--- src/rtl/pmem_rr_arbiter.sv ---
// Round-robin arbiter multiplexing NUM_CH cache-line clients onto a single physical-memory
// port, with registered responses, a busy watchdog and a grant observation port.
module pmem_rr_arbiter #(
    parameter int NUM_CH         = 2,
    parameter int ADDR_WIDTH     = 32,
    parameter int LINE_WIDTH     = 256,
    parameter int TIMEOUT_CYCLES = 1024
) (
    input  logic                         clk,
    input  logic                         rst,
    input  logic [NUM_CH-1:0]            ch_read,
    input  logic [NUM_CH-1:0]            ch_write,
    input  logic [NUM_CH*ADDR_WIDTH-1:0] ch_address,
    input  logic [NUM_CH*LINE_WIDTH-1:0] ch_wdata,
    output logic [LINE_WIDTH-1:0]        ch_rdata,
    output logic [NUM_CH-1:0]            ch_resp,
    output logic                         pmem_read,
    output logic                         pmem_write,
    output logic [ADDR_WIDTH-1:0]        pmem_address,
    output logic [LINE_WIDTH-1:0]        pmem_wdata,
    input  logic [LINE_WIDTH-1:0]        pmem_rdata,
    input  logic                         pmem_resp,
    output logic                         grant_valid,
    output logic [$clog2(NUM_CH)-1:0]    grant_idx,
    output logic                         timeout_err
);

    localparam int IDX_W = $clog2(NUM_CH);
    localparam int WD_W  = (TIMEOUT_CYCLES > 1) ? $clog2(TIMEOUT_CYCLES + 1) : 1;
    localparam bit WD_EN = (TIMEOUT_CYCLES != 0);
    localparam logic [WD_W-1:0]  WD_MAX   = WD_W'(TIMEOUT_CYCLES);
    localparam logic [IDX_W:0]   NUM_CH_W = (IDX_W + 1)'(NUM_CH);

    typedef enum logic [1:0] {
        ST_IDLE = 2'd0,
        ST_BUSY = 2'd1,
        ST_DONE = 2'd2
    } state_t;

    state_t                  state_r, state_nxt_s;
    logic [IDX_W-1:0]        rr_ptr_r, rr_ptr_nxt_s;
    logic [IDX_W-1:0]        grant_idx_r, grant_idx_nxt_s;
    logic                    grant_valid_r, grant_valid_nxt_s;
    logic                    pmem_read_r, pmem_read_nxt_s;
    logic                    pmem_write_r, pmem_write_nxt_s;
    logic [ADDR_WIDTH-1:0]   pmem_address_r, pmem_address_nxt_s;
    logic [LINE_WIDTH-1:0]   pmem_wdata_r, pmem_wdata_nxt_s;
    logic [LINE_WIDTH-1:0]   ch_rdata_r, ch_rdata_nxt_s;
    logic [NUM_CH-1:0]       ch_resp_r, ch_resp_nxt_s;
    logic [WD_W-1:0]         wd_cnt_r, wd_cnt_nxt_s;
    logic                    timeout_err_r, timeout_err_nxt_s;

    logic [NUM_CH-1:0]       req_s;
    logic [IDX_W-1:0]        winner_s;
    logic                    any_req_s;
    logic                    win_write_s;
    logic [IDX_W:0]          cand_sum_s;
    logic [IDX_W:0]          cand_s;
    logic                    cand_hit_s;
    logic [ADDR_WIDTH-1:0]   addr_arr_s  [NUM_CH];
    logic [LINE_WIDTH-1:0]   wdata_arr_s [NUM_CH];

    assign req_s = ch_read | ch_write;

    for (genvar g = 0; g < NUM_CH; g++) begin : g_unpack
        assign addr_arr_s[g]  = ch_address[g*ADDR_WIDTH +: ADDR_WIDTH];
        assign wdata_arr_s[g] = ch_wdata[g*LINE_WIDTH +: LINE_WIDTH];
    end

    // Round-robin search: scan from the far end so the nearest requester after rr_ptr wins last.
    always_comb begin
        winner_s   = '0;
        any_req_s  = 1'b0;
        cand_sum_s = '0;
        cand_s     = '0;
        cand_hit_s = 1'b0;
        for (int k = NUM_CH; k >= 1; k--) begin
            cand_sum_s = {1'b0, rr_ptr_r} + (IDX_W + 1)'(k);
            cand_s     = (cand_sum_s >= NUM_CH_W) ? (cand_sum_s - NUM_CH_W) : cand_sum_s;
            cand_hit_s = req_s[cand_s[IDX_W-1:0]];
            winner_s   = cand_hit_s ? cand_s[IDX_W-1:0] : winner_s;
            any_req_s  = any_req_s | cand_hit_s;
        end
    end

    // Simultaneous read and write on one channel is resolved as a write.
    assign win_write_s = ch_write[winner_s];

    // Next-state and next-output logic of the IDLE/BUSY/DONE controller.
    always_comb begin
        state_nxt_s        = state_r;
        rr_ptr_nxt_s       = rr_ptr_r;
        grant_idx_nxt_s    = grant_idx_r;
        pmem_read_nxt_s    = pmem_read_r;
        pmem_write_nxt_s   = pmem_write_r;
        pmem_address_nxt_s = pmem_address_r;
        pmem_wdata_nxt_s   = pmem_wdata_r;
        ch_rdata_nxt_s     = ch_rdata_r;
        ch_resp_nxt_s      = '0;
        wd_cnt_nxt_s       = wd_cnt_r;
        timeout_err_nxt_s  = timeout_err_r;
        case (state_r)
            ST_IDLE: begin
                if (any_req_s) begin
                    state_nxt_s        = ST_BUSY;
                    grant_idx_nxt_s    = winner_s;
                    rr_ptr_nxt_s       = winner_s;
                    pmem_address_nxt_s = addr_arr_s[winner_s];
                    pmem_write_nxt_s   = win_write_s;
                    pmem_read_nxt_s    = ~win_write_s;
                    wd_cnt_nxt_s       = '0;
                    if (win_write_s) begin
                        pmem_wdata_nxt_s = wdata_arr_s[winner_s];
                    end else begin
                        pmem_wdata_nxt_s = pmem_wdata_r;
                    end
                end else begin
                    state_nxt_s = ST_IDLE;
                end
            end
            ST_BUSY: begin
                if (pmem_resp) begin
                    state_nxt_s      = ST_DONE;
                    pmem_read_nxt_s  = 1'b0;
                    pmem_write_nxt_s = 1'b0;
                    ch_resp_nxt_s    = NUM_CH'(1) << grant_idx_r;
                    if (pmem_read_r) begin
                        ch_rdata_nxt_s = pmem_rdata;
                    end else begin
                        ch_rdata_nxt_s = ch_rdata_r;
                    end
                end else begin
                    // Saturating count of unanswered busy cycles; the flag is sticky until reset.
                    if (WD_EN && (wd_cnt_r != WD_MAX)) begin
                        wd_cnt_nxt_s = wd_cnt_r + WD_W'(1);
                    end else begin
                        wd_cnt_nxt_s = wd_cnt_r;
                    end
                    if (WD_EN && (wd_cnt_r == (WD_MAX - WD_W'(1)))) begin
                        timeout_err_nxt_s = 1'b1;
                    end else begin
                        timeout_err_nxt_s = timeout_err_r;
                    end
                end
            end
            ST_DONE: begin
                state_nxt_s = ST_IDLE;
            end
            default: begin
                state_nxt_s      = ST_IDLE;
                pmem_read_nxt_s  = 1'b0;
                pmem_write_nxt_s = 1'b0;
            end
        endcase
        grant_valid_nxt_s = (state_nxt_s != ST_IDLE);
    end

    // State and output registers; reset abandons any transaction in flight.
    always_ff @(posedge clk or negedge rst) begin
        if (!rst) begin
            state_r        <= ST_IDLE;
            rr_ptr_r       <= IDX_W'(NUM_CH - 1);
            grant_idx_r    <= '0;
            grant_valid_r  <= 1'b0;
            pmem_read_r    <= 1'b0;
            pmem_write_r   <= 1'b0;
            pmem_address_r <= '0;
            pmem_wdata_r   <= '0;
            ch_rdata_r     <= '0;
            ch_resp_r      <= '0;
            wd_cnt_r       <= '0;
            timeout_err_r  <= 1'b0;
        end else begin
            state_r        <= state_nxt_s;
            rr_ptr_r       <= rr_ptr_nxt_s;
            grant_idx_r    <= grant_idx_nxt_s;
            grant_valid_r  <= grant_valid_nxt_s;
            pmem_read_r    <= pmem_read_nxt_s;
            pmem_write_r   <= pmem_write_nxt_s;
            pmem_address_r <= pmem_address_nxt_s;
            pmem_wdata_r   <= pmem_wdata_nxt_s;
            ch_rdata_r     <= ch_rdata_nxt_s;
            ch_resp_r      <= ch_resp_nxt_s;
            wd_cnt_r       <= wd_cnt_nxt_s;
            timeout_err_r  <= timeout_err_nxt_s;
        end
    end

    assign ch_rdata     = ch_rdata_r;
    assign ch_resp      = ch_resp_r;
    assign pmem_read    = pmem_read_r;
    assign pmem_write   = pmem_write_r;
    assign pmem_address = pmem_address_r;
    assign pmem_wdata   = pmem_wdata_r;
    assign grant_valid  = grant_valid_r;
    assign grant_idx    = grant_idx_r;
    assign timeout_err  = timeout_err_r;

endmodule

--- config.mk ---
export PLATFORM = sky130hd
export DESIGN_NAME = pmem_rr_arbiter
export DESIGN_NICKNAME = d
export VERILOG_FILES = /design/src/rtl/pmem_rr_arbiter.sv
export SDC_FILE = /design/constraint.sdc
export NUM_CORES = 1
export LEC_CHECK = 0
export ABC_AREA = 1
export ABC_CLOCK_PERIOD_IN_PS = 2510
export CAP_MARGIN = 20
export CORE_AREA = 2 2 545 547
export DETAILED_ROUTE_END_ITERATION = 6
export DIE_AREA = 0 0 547 549
export PLACE_DENSITY = 0.38
export SETUP_SLACK_MARGIN = 0.2
export SYNTH_ARGS = -nofsm -noshare
export SYNTH_HDL_FRONTEND = slang
export SYNTH_SLANG_ARGS = --single-unit
--- constraint.sdc ---
create_clock -name clk -period 2.51 [get_ports clk]
set_input_delay 0.6275 -clock clk [delete_from_list [all_inputs] [get_ports clk]]
set_output_delay 0.6275 -clock clk [all_outputs]
set_load 0.01 [all_outputs]
Word level (Yosys, flattened, before mapping)

Index checks and enable logic that the tools add are counted.

Flip-flop bits (word level): 565
Bits of input ports: 839
Output and inout bits: 551
Logic and storage cells: 77

Add/sub/neg operators: 5
Magnitude comparators: 6
Equal/unequal tests: 8
Shift-type cells: 1
Mux-type cells: 30
Bitwise logic cells: 6
Reductions and logical operators: 9

Operators by type and width:

| operator                                                  | number |
|---|---|
| 2-to-1 mux 256 bit                                        | 3 |
| 2-to-1 mux 32 bit                                         | 3 |
| 2-to-1 mux 11 bit                                         | 3 |
| one-hot mux 11 bit (2 select lines)                       | 1 |
| 2-to-1 mux 1 bit                                          | 14 |
| AND reduction 3 bit                                       | 4 |
| adder 11 x 1 -> 11 bit (second input constant)            | 1 |
| == test 11 x 10 -> 1 bit (second input constant)          | 1 |
| != test 11 bit (second input constant)                    | 1 |
| != test 2 bit (second input constant)                     | 4 |
| greater-or-equal comparator 2 bit (second input constant) | 3 |
| < comparator 1 x 2 -> 1 bit (second input constant)       | 3 |
| 2-to-1 mux 2 bit                                          | 3 |
| one-hot mux 1 bit (3 select lines)                        | 2 |
| one-hot mux 2 bit (2 select lines)                        | 1 |
| AND reduction 4 bit                                       | 1 |
| nonzero test 2 bit                                        | 2 |
| NOT 1 bit                                                 | 3 |
| adder 1 x 1 -> 2 bit (second input constant)              | 1 |
| adder 1 x 2 -> 2 bit (second input constant)              | 1 |
| == test 2 x 1 -> 1 bit (second input constant)            | 1 |
| == test 2 bit (second input constant)                     | 1 |
| logical NOT 2 bit                                         | 1 |
| NOT 1 -> 2 bit                                            | 1 |
| 5 further kinds                                           | 6 |

Longest topological paths before layout

Depth after elaboration: 12
Depth in mapped cells: 11
Gate-level depth less buffers: 9

Worst setup path after synthesis

No wires, ideal clock.

Kind: input-to-reg
Start point: input port ch_write[0]
End point: register pmem_wdata_r[189] (netlist: pmem_wdata[189])
Library setup time: 0.116 ns
Data arrival time: 1.675 ns
Slack: 0.719 ns
Stages: 10
Buffers on the path: 2
Cell sequence: nor2_1 -> nand2_1 -> nand2_2 -> inv_2 -> nand2_2 -> inv_2 -> buf_4 -> buf_2 -> nand2_1 -> nand2_1

Cells in the longest elaborated chain, start to end: 9
Elaborated cells between the ends (all ways): 15
Classes of those cells: mux (11); bitwise (3); reduce/logical (1)

Ends and longest elaborated chain:

| item                                                  | line | text |
|---|---|---|
| start: declaration                                    | 12   | `input logic [NUM_CH-1:0] ch_write,` |
| OR 2 bit                                              | 63   | `assign req_s = ch_read \| ch_write;` |
| 2-to-1 mux 1 bit (implied by the code) (2 in a row)   | 80   | `cand_hit_s = req_s[cand_s[IDX_W-1:0]];` |
| 2-to-1 mux 1 bit (2 in a row)                         | 81   | `winner_s = cand_hit_s ? cand_s[IDX_W-1:0] : winner_s;` |
| NOT 1 -> 2 bit (implied by the code)                  | 113  | `pmem_wdata_nxt_s = wdata_arr_s[winner_s];` |
| 2-to-1 mux 256 bit (implied by the code) (3 in a row) | 113  |  |
| end signal: assignment                                | 181  | `pmem_wdata_r <= pmem_wdata_nxt_s;` |
| end: declaration                                      | 47   | `logic [LINE_WIDTH-1:0] pmem_wdata_r, pmem_wdata_nxt_s;` |

Parallel ways exist; a longest one is shown, timed or not. The select of a mux whose other input is x is not followed.
A chain may end at the register's enable or synchronous reset.

Worst setup path after layout

Start point: register ch_rdata_r[248] (netlist: ch_rdata[248])
End point: output port ch_rdata[248]

RTL lines:

| item                     | line | text |
|---|---|---|
| start: declaration       | 48   | `logic [LINE_WIDTH-1:0] ch_rdata_r, ch_rdata_nxt_s;` |
| start signal: assignment | 182  | `ch_rdata_r <= ch_rdata_nxt_s;` |
| end: declaration         | 15   | `output logic [LINE_WIDTH-1:0] ch_rdata,` |

No word-level cell between the ends.

==> metrics.yaml <==
worst_setup_path:
  slowest_delay_ps: 520
  cp_top_family: "flip-flops"
  startpoint_type: "register"
  path_cells: "clkdlybuf4s15_2"
  critPathKind: "register to primary output"
  cp.required_ps: 1880
  crit-reg2reg-launch: "state_r[0]"
  cp_num_buf_inv: 1
  regToRegSetupSlack_ps: 440
  cp_max_fo: 2
  critPathCaptureType: "primary output"
  crit_slowest_cell: "dfrtp_1"
  reg2reg_to: "ch_rdata[34]"
  arrival_ps: 1600
  r2r.worst_path.cells: 9
timing:
  hold_ws_ps: 350.8
  tightest_slew_ps: 543.3
  setup_viol: 0
  min_period_over_period_pct: 88.86
  setup_slack_ps: 279.7
  finalMaxSlewViolations: 0
  slew_headroom_pct: 63.78
  rsz0062_at_grt: "false"
  period_needed_ps: 2230
  finClkSkew_ps: 45.36
  finalHoldViolCount: 0
  max_freq_mhz: 448.4
synthesis:
  ys_seq_elements: 565
  synth-edff-count: 0
  syn_area_per_cell_um2: 7.550
  synthFlopType: "dfrtp_1"
  synth_seq_area_share_pct: 56.05
  synthArstFlopShare_pct: 100.0
  syn_nets: 4182
  yosysUniqueCellTypes: 22
  synth_top_area_share_pct: 55.95
  synthMostInstantiatedCell: "nand2_1"
  ys_warn_count: 0
  netlist_top_cells_area: "dfrtp_1, nand2_1, nand3_1, buf_2, a21oi_1"
  synth_area_mm2: 0.02523
  synthTopCellsByCount: "nand2_1, dfrtp_1, nand3_1"
  synth_top_area_cell: "dfrtp_1"
  synth_cells: 3341
drt:
  routed_wl_mm: 195.4
  drtAntennaViolNets: 0
  drt_first_pass_iters: 5
  via_per_inst: 3.217
  wl_per_cell_um: 22.12
  vias: 28420
  drtIter0Drc: 1987
  drc: 0
layout:
  final_cells: 8834
  nets: 5651
  syn2layout_area_growth_pct: 89.04
  fill_cells: 33580
  drive_gt1_share_pct: 8.714
clock_network:
  clock-sinks: 565
  path_clk_slew_ps: 50
  cts.htree.levels: 3
  cts-buffers-inserted: 81
  clock_tree.root_cell: "clkbuf_16"
  cts_max_path_buffers: 4
  postCtsSetupRepairBufs: 0
  clock_latency_ps: 770
  cts_tree: "yes"
grt:
  grt_pass1_vias: 29170
  grt_usage_pct: 12.56
  grt_overflow: 0
  grt_max_degree: 72
  grt_first_pass_wirelength_mm: 259.6
  antenna_found_initial: 89
placement:
  post-place-ws_ps: -173.9
  hpwl_mm: 165.5
  gp_congestion: 0.9199
  portBuffers: 1389
  dp.cells: 8665
power:
  power_uw: 53080
  p_leak_uw: 0.02352
  ir_worst_vdd_v: 0.0005119
  pwr_density_cell_mw_per_mm2: 1113
floorplan:
  rows: 200
  io-pin-count: 1390
  initial_core_util_pct: 8.550
  die_area_mm2: 0.3003
  die-width_um: 547
  chipHeight_um: 549
  design.core.area_mm2: 0.2950
hold_path:
  min_path_type: "input port to async pin"
job:
  max_cap_viol_count: 0
run_status:
  outcome: "complete, no violations"
[power breakdown]
group	total [uW]	internal [uW]	switching (uW)
Clock	11700	6950	4730
Sequential	16000	13200	2770
Combinational	25400	9690	15700
Total	53100	29900	23200
[kinds of logic after synthesis]
family	share of synthesized area, %
AOI/OAI and AO/OA	1.691
xor gates and xnor gates	0.06945
and+or+nand+nor	37.95
buffers and inverters	4.132
adders and majority gates	0.09919
DFF	56.05
[stage by stage]
stage	instance area [um2]	utilization, %	TNS, ps
final	47690	16.16	0
after global routing	47630	16.15	0
after CTS	47560	16.12	0
after detailed placement	45350	15.37	-15220
after global placement	45350	15.37	-11370
after floorplan	25230	-	0
[registers in the layout, indices dropped and copies added (netlist names)]
signal	cells
pmem_write	1
pmem_wdata	256
rr_ptr_r	1
pmem_read	1
state_r	2
ch_rdata	256
timeout_err	1
ch_resp	2
grant_valid	1
wd_cnt_r	11
pmem_address	32
grant_idx	1
[per-layer routing]
layer | track usage, % | part of all wire (%)
met1 | 15.44 | 42
met2 | 19.90 | 45
met3 | 5.781 | 11
met4 | 2.711 | 2.2
met5 | 0 | 0.15
[cell usage in the layout (no fill, tap or decap), types with 3 or more instances in the layout]
master           synthesis  layout
dfrtp_2                  0       7
clkinvlp_4               0       3
clkbuf_16                0      81
inv_1                   19      19
dlygate4sd2_1            0     424
a21oi_1                 65      65
dlymetal6s2s_1           0      27
o21bai_1                 3       3
clkdlybuf4s50_1          0     837
bufinv_16                0       4
clkdlybuf4s15_1          0      24
dfrtp_1                564     556
nand4_1                  3       3
buf_4                    1     164
clkbuf_8                 0      20
nand2_1               2127    2126
nor2_1                  48      47
clkinv_2                 0       8
nand3_1                271     271
clkdlybuf4s15_2          0      64
clkbuf_1                73      19
diode_2                  0      29
o21ai_0                 14      14
clkbuf_2                 0       3
buf_12                   0      52
[cell type report]
type / instances / area, um2 / area share, %
inverters: 21 / 86.33 / 0.1810
multi-input cells: 2542 / 10080 / 21.15
diodes: 29 / 72.57 / 0.1522
clock inverters: 19 / 275.3 / 0.5772
clock buffers: 120 / 2374 / 4.977
repair buffers: 1599 / 15710 / 32.95
flip-flops and latches: 565 / 14150 / 29.68
well taps: 3939 / 4928 / 10.34
[timing repair]
action	CTS	global route
setup endpoints to repair	544	33
hold endpoints to repair	12	0
hold buffers	1	0
gates resized for setup	682	34
[worst max path at each step]
stage / endpoint / slack, ps / cells past startpoint / from
2_1_floorplan: pmem_wdata[189] / 720 / 10 / ch_write[0]
3_3_place_gp: pmem_wdata[241] / -170 / 11 / ch_write[0]
3_5_place_dp: pmem_wdata[241] / -170 / 11 / ch_write[0]
4_1_cts: pmem_wdata[123] / 30 / 1 / pmem_wdata[123]
5_1_grt: pmem_wdata[35] / 200 / 1 / pmem_wdata[35]
6_report: ch_rdata[248] / 280 / 1 / ch_rdata[248]
No activity file was read; power rests on OpenSTA's default activity.
